File: src/rtl/uart_sim_rx.sv
// UART receiver for simulation/bring-up: 8N1 deserialiser with a 2-flop input
// synchroniser, mid-bit sampling driven by a 16-bit bit counter, and a
// first-word-fall-through receive FIFO with a sticky overflow flag.
module uart_sim_rx #(
  parameter int CLK_DIV = 868,  // system clocks per UART bit, 4..65535
  parameter int FIFO_AW = 4     // log2 of receive FIFO depth
) (
  input  logic       wb_clk_i,
  input  logic       wb_rst_i,
  input  logic       rx_i,
  output logic [7:0] data_o,
  output logic       valid_o,
  input  logic       ready_i,
  output logic       frame_err_o,
  output logic       overflow_o,
  output logic       busy_o
);

  typedef enum logic [2:0] {
    IDLE      = 3'd0,
    START     = 3'd1,
    DATA      = 3'd2,
    STOP      = 3'd3,
    WAIT_HIGH = 3'd4
  } state_t;

  localparam int          DEPTH     = 1 << FIFO_AW;
  // Half a bit from the start edge lands the first sample mid start bit.
  localparam logic [15:0] HALF_LOAD = 16'(CLK_DIV / 2 - 1);
  localparam logic [15:0] BIT_LOAD  = 16'(CLK_DIV - 1);

  // ---------------------------------------------------------------------------
  // Input synchroniser
  // ---------------------------------------------------------------------------
  logic rx_meta;
  logic rx_s;

  // Two flops bring the asynchronous line into the clock domain; reset to idle-high.
  always_ff @(posedge wb_clk_i or posedge wb_rst_i) begin
    // NOTE: sequential state always uses non-blocking assignments so every flop
    // samples the pre-edge value of its neighbours, exactly like the hardware.
    if (wb_rst_i) begin
      rx_meta <= 1'b1;
      rx_s    <= 1'b1;
    end else begin
      rx_meta <= rx_i;
      rx_s    <= rx_meta;
    end
  end

  // ---------------------------------------------------------------------------
  // Receive state machine
  // ---------------------------------------------------------------------------
  state_t      state_q, state_d;
  logic [15:0] cnt_q, cnt_d;
  logic [2:0]  idx_q, idx_d;
  logic [7:0]  shreg_q, shreg_d;
  logic        frame_err_d;
  logic        push;

  // State register plus the bit counter, bit index and shift register it steers.
  always_ff @(posedge wb_clk_i or posedge wb_rst_i) begin
    if (wb_rst_i) begin
      state_q     <= IDLE;
      cnt_q       <= 16'd0;
      idx_q       <= 3'd0;
      shreg_q     <= 8'h00;
      frame_err_o <= 1'b0;
    end else begin
      state_q     <= state_d;
      cnt_q       <= cnt_d;
      idx_q       <= idx_d;
      shreg_q     <= shreg_d;
      frame_err_o <= frame_err_d;
    end
  end

  // Next-state logic: sample rx_s whenever the counter expires in a timed state.
  always_comb begin
    // NOTE: every variable gets a default before the case so no path leaves it
    // unassigned, which is what would otherwise infer a latch.
    state_d     = state_q;
    cnt_d       = cnt_q;
    idx_d       = idx_q;
    shreg_d     = shreg_q;
    frame_err_d = 1'b0;
    push        = 1'b0;

    unique case (state_q)
      IDLE: begin
        // IDLE is only ever entered with rx_s high, so a low here is a falling edge.
        if (!rx_s) begin
          state_d = START;
          cnt_d   = HALF_LOAD;
        end
      end

      START: begin
        if (cnt_q == 16'd0) begin
          if (!rx_s) begin
            state_d = DATA;
            idx_d   = 3'd0;
            cnt_d   = BIT_LOAD;
          end else begin
            state_d = IDLE;  // start bit did not hold: glitch
          end
        end else begin
          cnt_d = cnt_q - 16'd1;
        end
      end

      DATA: begin
        if (cnt_q == 16'd0) begin
          shreg_d[idx_q] = rx_s;
          cnt_d          = BIT_LOAD;
          if (idx_q == 3'd7) begin
            state_d = STOP;
          end else begin
            idx_d = idx_q + 3'd1;
          end
        end else begin
          cnt_d = cnt_q - 16'd1;
        end
      end

      STOP: begin
        if (cnt_q == 16'd0) begin
          if (rx_s) begin
            push    = 1'b1;
            state_d = IDLE;
          end else begin
            frame_err_d = 1'b1;
            state_d     = WAIT_HIGH;  // swallow a break until the line recovers
          end
        end else begin
          cnt_d = cnt_q - 16'd1;
        end
      end

      WAIT_HIGH: begin
        if (rx_s) state_d = IDLE;
      end

      default: state_d = IDLE;
    endcase
  end

  assign busy_o = (state_q != IDLE);

  // ---------------------------------------------------------------------------
  // Receive FIFO (first-word-fall-through)
  // ---------------------------------------------------------------------------
  logic [7:0]       mem [DEPTH];
  logic [FIFO_AW:0] wr_ptr, rd_ptr, rd_ptr_d;
  logic             full;
  logic             pop;
  logic             do_write;

  assign full     = (wr_ptr[FIFO_AW] != rd_ptr[FIFO_AW]) &&
                    (wr_ptr[FIFO_AW-1:0] == rd_ptr[FIFO_AW-1:0]);
  assign pop      = valid_o && ready_i;
  // A push into a full FIFO still lands when the head leaves on the same edge.
  assign do_write = push && (!full || pop);
  assign rd_ptr_d = pop ? rd_ptr + 1'b1 : rd_ptr;

  // Storage array written at the tail slot.
  always_ff @(posedge wb_clk_i) begin
    // NOTE: the storage array has no reset; emptiness is defined by the
    // pointers alone, so resetting it would only cost flops.
    if (do_write) mem[wr_ptr[FIFO_AW-1:0]] <= shreg_q;
  end

  // Pointers, registered non-empty flag and sticky overflow.
  always_ff @(posedge wb_clk_i or posedge wb_rst_i) begin
    if (wb_rst_i) begin
      wr_ptr     <= '0;
      rd_ptr     <= '0;
      valid_o    <= 1'b0;
      overflow_o <= 1'b0;
    end else begin
      if (do_write) wr_ptr <= wr_ptr + 1'b1;
      rd_ptr <= rd_ptr_d;
      // Built from the pre-push write pointer: a new byte shows up one edge
      // after it is written, and a pop never sees a stale valid.
      valid_o <= (wr_ptr != rd_ptr_d);
      if (push && full && !pop) overflow_o <= 1'b1;
    end
  end

  // Head of the FIFO, forced to zero whenever nothing is presented.
  assign data_o = valid_o ? mem[rd_ptr[FIFO_AW-1:0]] : 8'h00;

endmodule
File: config.mk
export PLATFORM = sky130hd
export DESIGN_NAME = uart_sim_rx
export DESIGN_NICKNAME = d
export VERILOG_FILES = /design/src/rtl/uart_sim_rx.sv
export SDC_FILE = /design/constraint.sdc
export NUM_CORES = 1
export LEC_CHECK = 0
export BUFFER_PORTS_ARGS = -buffer_cell sky130_fd_sc_hd__buf_4
export CAP_MARGIN = 10
export CORE_MARGIN = 8
export CORE_UTILIZATION = 50
export CTS_BUF_LIST = sky130_fd_sc_hd__clkbuf_2 sky130_fd_sc_hd__clkbuf_4 sky130_fd_sc_hd__clkbuf_8
export CTS_CLUSTER_SIZE = 16
export DETAILED_ROUTE_END_ITERATION = 16
export GPL_TIMING_DRIVEN = 0
export HOLD_SLACK_MARGIN = 0.05
export PLACE_DENSITY = 0.66
export SYNTH_ARGS = -nofsm -noshare
export SYNTH_HDL_FRONTEND = slang
export SYNTH_SLANG_ARGS = --single-unit
export TNS_END_PERCENT = 1
File: constraint.sdc
create_clock -name wb_clk_i -period 5.5 [get_ports wb_clk_i]
set_input_delay 1.1 -clock wb_clk_i [delete_from_list [all_inputs] [get_ports wb_clk_i]]
set_output_delay 1.1 -clock wb_clk_i [all_outputs]
set_load 0.02 [all_outputs]
# == After elaboration in Yosys (flattened, before gate mapping) ==
# Memory sizes are Yosys's and may differ from the RTL's.
# Cells that the tools add are included.
# totals
register_bits,45
latchBits,0
mem_bits_rw,128
mem_bits_ro,0
in_bits,4
out_inout_bits,12
wordCells,87
n_memories,1
# classes
add_sub_neg,4
multipliers,0
div,0
n_lt_le_gt_ge,2
eq_ne,18
shifts,0
n_mux,33
bitwise_logic,0
reduce_logical,18
# memory_table
memory,depth,word_bits,read_ports,rd_clocked_by_memory_dff,write_ports,line_no,text
mem,16,8,1,0,1,153,logic [7:0] mem [DEPTH];
# ops
cell,count
$mux W16,5
$pmux W16 S4,1
$mux W3,11
$ne A2 B2 Y1 const B,9
$logic_not A16 Y1,1
$sub A16 B1 Y16 const B,1
$pmux W3 S5,1
$add A5 B1 Y5 const B,2
$mux W1,9
$bwmux W8,1
$mux W8,1
$eq A3 B2 Y1 const B,2
$eq A3 B3 Y1 const B,2
$logic_and A1 B1 Y1,6
$pmux W3 S2,1
$reduce_and A6 Y1,1
$mux W5,1
$ne A5 B5 Y1,1
$reduce_and A5 Y1,1
$eq A4 B4 Y1,1
$lt A3 B4 Y1 const B,1
$reduce_and A4 Y1,1
$reduce_bool A4 Y1,1
$add A3 B1 Y3 const B,1
other kinds (12),13

# == Logic depth before layout (Yosys ltp) ==
# logic_depth
word_depth,7
mapped_depth,8
mapped_depth_nobuf,7

# == Worst setup path after synthesis ==
# OpenSTA, ideal clock, no wires.
# synth_path
path_type,register to output
from,register rd_ptr[0]
to,output port data_o[0]
arrival_time_ns,2.311
required_time_ns,4.400
path_slack_ns,2.089
stages_incl_launch_ff,6
n_path_buf,2
path_cell_list,dfrtp_1 > buf_2 > buf_1 > mux4_2 > mux4_2 > and2_1
# synth_via
elab_chain_cells,2
# synth_lines
element,line_no,text
from (decl),154,"logic [FIFO_AW:0] wr_ptr, rd_ptr, rd_ptr_d;"
from (signal assigned),182,rd_ptr <= rd_ptr_d;
$mem_v2 Z16 W8,-,
$mux W8,191,assign data_o = valid_o ? mem[rd_ptr[FIFO_AW-1:0]] : 8'h00;
to (decl),11,"output logic [7:0] data_o,"
# No other way between the ends.

# == Worst setup path after layout ==
# layout_path
from,register rd_ptr[0]
to,output port data_o[7]
# The elaborated chain is that of the path after synthesis.

==> impl_metrics.json <==
{
  "cts_setup_buffers": 0,
  "placedCellCount": 664,
  "ys_ff_latch": 173,
  "tightestPinTransition_ps": 992.3,
  "max_freq_mhz": 230.5,
  "start_util_pct": 51.03,
  "seq_power_share_pct": 60.0,
  "layout-area-overhead-vs-synth_pct": 10.67,
  "grt_first_pass_wirelength_mm": 23.49,
  "die_x_um": 137.6,
  "r2r_end": "mem[3][4]$_DFFE_PP_",
  "syn_avg_cell_area_um2": 16.03,
  "dr.first_iter.drc_count": 351,
  "via_per_inst": 5.879,
  "die-area_um2": 18920,
  "core_area_um2": 14480,
  "synthTopCellsByCount": "edfxtp_1 (128), dfrtp_1 (43), mux4_2 (40)",
  "synth_top_area_share_pct": 52.02,
  "final_max_slew_viol_count": 0,
  "yosys-top-cells-area": "edfxtp_1 (52%), dfrtp_1 (15%), mux4_2 (12%)",
  "ctsResizeCount": 0,
  "setup_viol": 0,
  "grt_pass1_vias": 4083,
  "yosys.area.top_type": "edfxtp_1",
  "tns_ps": 0,
  "synth_fp_nets": 474,
  "synth_edf_count": 128,
  "reg2regPathDepth": 6,
  "antenna_cells": 0,
  "antenna_found_initial": 0,
  "grt_max_degree": 35,
  "rsz0062_at_grt": "false",
  "chipHeight_um": 137.6,
  "required_ps": 4400,
  "ys_types": 46,
  "hold_viol": 0,
  "slew_headroom_pct": 33.60,
  "cts_buffers": 17,
  "crit_fanout": 10,
  "gr-total-overflow": 0,
  "path_class": "reg -> out",
  "nFillCells": 1120,
  "regToRegSetupSlack_ps": 2170,
  "routedWlPerCell_um": 21.15,
  "ioPinCount": 16,
  "reg2reg_from": "cnt_q[9]$_DFFE_PP0P_",
  "dr.pass1.iters": 4,
  "clk_pin_slew_worst_paths_ps": 90,
  "crit_path_end_kind": "primary output",
  "tritoncts": "done",
  "stdcell_count": 696,
  "vias": 4092,
  "rows": 44,
  "cp-start-kind": "register",
  "placed_area_um2": 7769,
  "leakage_nw": 3.235,
  "async_reset_ff_share_pct": 26.01,
  "fin_crit_sh_pct": 78.90,
  "clkSinkCount": 173,
  "synth_area_um2": 7388,
  "hold_depth": 0,
  "arrival_ps": 3240,
  "routabilityCongestion": 0.8066,
  "cts.path.max_buffers": 2,
  "clockPowerShare_pct": 39.3,
  "htree_levels": 4,
  "drc": 0,
  "maxCapViolations": 0,
  "p_sw_share_pct": 19.58,
  "io_buffers": 15,
  "power_density_nw_per_um2": 282.6,
  "fin_area_um2": 8177,
  "ant_nets": 0,
  "fin_nets": 512,
  "fin_crit_ps": 4339,
  "worstHoldStart": "rx_meta$_DFF_PP1_",
  "cts_hold_buf": 0,
  "status": "finished, final reports clean",
  "syn_inst": 461,
  "p_int_w": 0.001858,
  "yosysSeqAreaShare_pct": 67.30,
  "clock_latency_ps": 460,
  "hpwl_mm": 10.11,
  "routed_wl_mm": 14.72,
  "peakVddDrop_mv": 0.1248,
  "power_switching_w": 0.0004525,
  "synth.most_common_cell": "edfxtp_1",
  "startpoint": "rd_ptr[0]$_DFF_PP0_",
  "hold_slack_ps": 361.1,
  "holdPathEnd": "rx_s$_DFF_PP1_",
  "drive_above_1_share_pct": 22.66,
  "fin_worst_skew_ps": 14.36,
  "ys_warn_count": 0,
  "worstHoldPathType": "reg -> reg",
  "gr-usage-all-layers_pct": 16.86,
  "cts-root-buf": "clkbuf_8",
  "synthFlopType": "edfxtp_1",
  "comb_power_share_pct": 0.6,
  "fin_util_pct": 56.47
}
[final cells by class]
cell class	count	area [um2]	area share, %
repair buffers	19	150.1	1.836
well taps	184	230.2	2.816
plain buffers	20	76.32	0.9334
multi-input cells	262	2317	28.34
flip-flops and latches	173	4972	60.81
inverters	6	22.52	0.2754
clock buffers	20	262.8	3.213
clock inverters	12	145.1	1.775
[worst max-delay path by stage]
stage          slack (ps)        end
6_report             1160  data_o[7]
5_1_grt               940  data_o[2]
4_1_cts              1060  data_o[7]
3_5_place_dp         1590  data_o[7]
3_3_place_gp         1620  data_o[7]
2_1_floorplan        2090  data_o[0]
[worst max-delay path, cell delays in order (launching register included)]
cell and delay (ps):
dfrtp_1 360, buf_2 280, buf_1 670, mux4_2 670, mux4_2 480, and2_1 160
buf_4 150
[sequential cells by signal (all words and copies together) (netlist names)]
register,count
cnt_q,16
frame_err_o,1
idx_q,3
mem,128
overflow_o,1
rd_ptr,5
rx_meta,1
rx_s,1
shreg_q,8
state_q,3
valid_o,1
wr_ptr,5
[metrics by stage]
step	setup WS [ps]	power (W)
2_1_floorplan	2089	0.001424
3_3_place_gp	1621	0.001429
3_5_place_dp	1589	0.001431
4_1_cts	1055	0.002334
5_1_grt	935.7	0.002374
6_report	1161	0.002311
[kinds of logic (layout without fill, tap and decap cells)]
logic type | after synthesis | in the layout | share of synthesized area [%]
flip-flops | 173 | 173 | 67.30
XOR/XNOR | 17 | 17 | 2.015
adder cells (fa/ha/maj) | 9 | 9 | 1.524
buffers and inverters | 26 | 77 | 1.338
AND/OR/NAND/NOR | 131 | 131 | 9.518
multiplexers | 53 | 53 | 14.14
AO/OA/AOI/OAI | 52 | 52 | 4.166
[layout by cell type, fill, tap and decap left out, types with 4 or more instances in the layout]
cell type	count
nor3_1	10
nor2_1	30
and3_1	5
ha_1	9
buf_1	5
inv_1	5
o21ai_0	15
nand3_1	10
and2_1	8
or3_1	7
edfxtp_1	128
nand2_1	24
buf_4	16
xnor2_1	9
mux4_2	40
clkbuf_8	18
xor2_1	8
o31ai_1	4
nand2b_1	6
or4_1	5
nor4_1	5
clkbuf_1	14
mux2_2	11
a21oi_1	18
a31oi_1	4
clkinv_2	6
a21o_1	5
dfrtp_1	43
[per-layer routing]
metal	GRT usage (%)	share of wire (%)	wire, um
met4	6.337	1.6	233
met1	22.64	43	6381
met5	0	0	0
met3	3.392	4.7	686
met2	26.68	50	7415
[power by group through the flow]
stage	Clock, W	Combinational, W	Sequential (W)
final	0.000909	0.0000141	0.00139
after global routing	0.000971	0.0000163	0.00139
after detailed placement	0	0.0000147	0.00142
after floorplan	0	0.00000804	0.00142
after CTS	0.000932	0.0000148	0.00139
after global placement	0	0.0000124	0.00142
No activity file was read; power rests on OpenSTA's default activity.
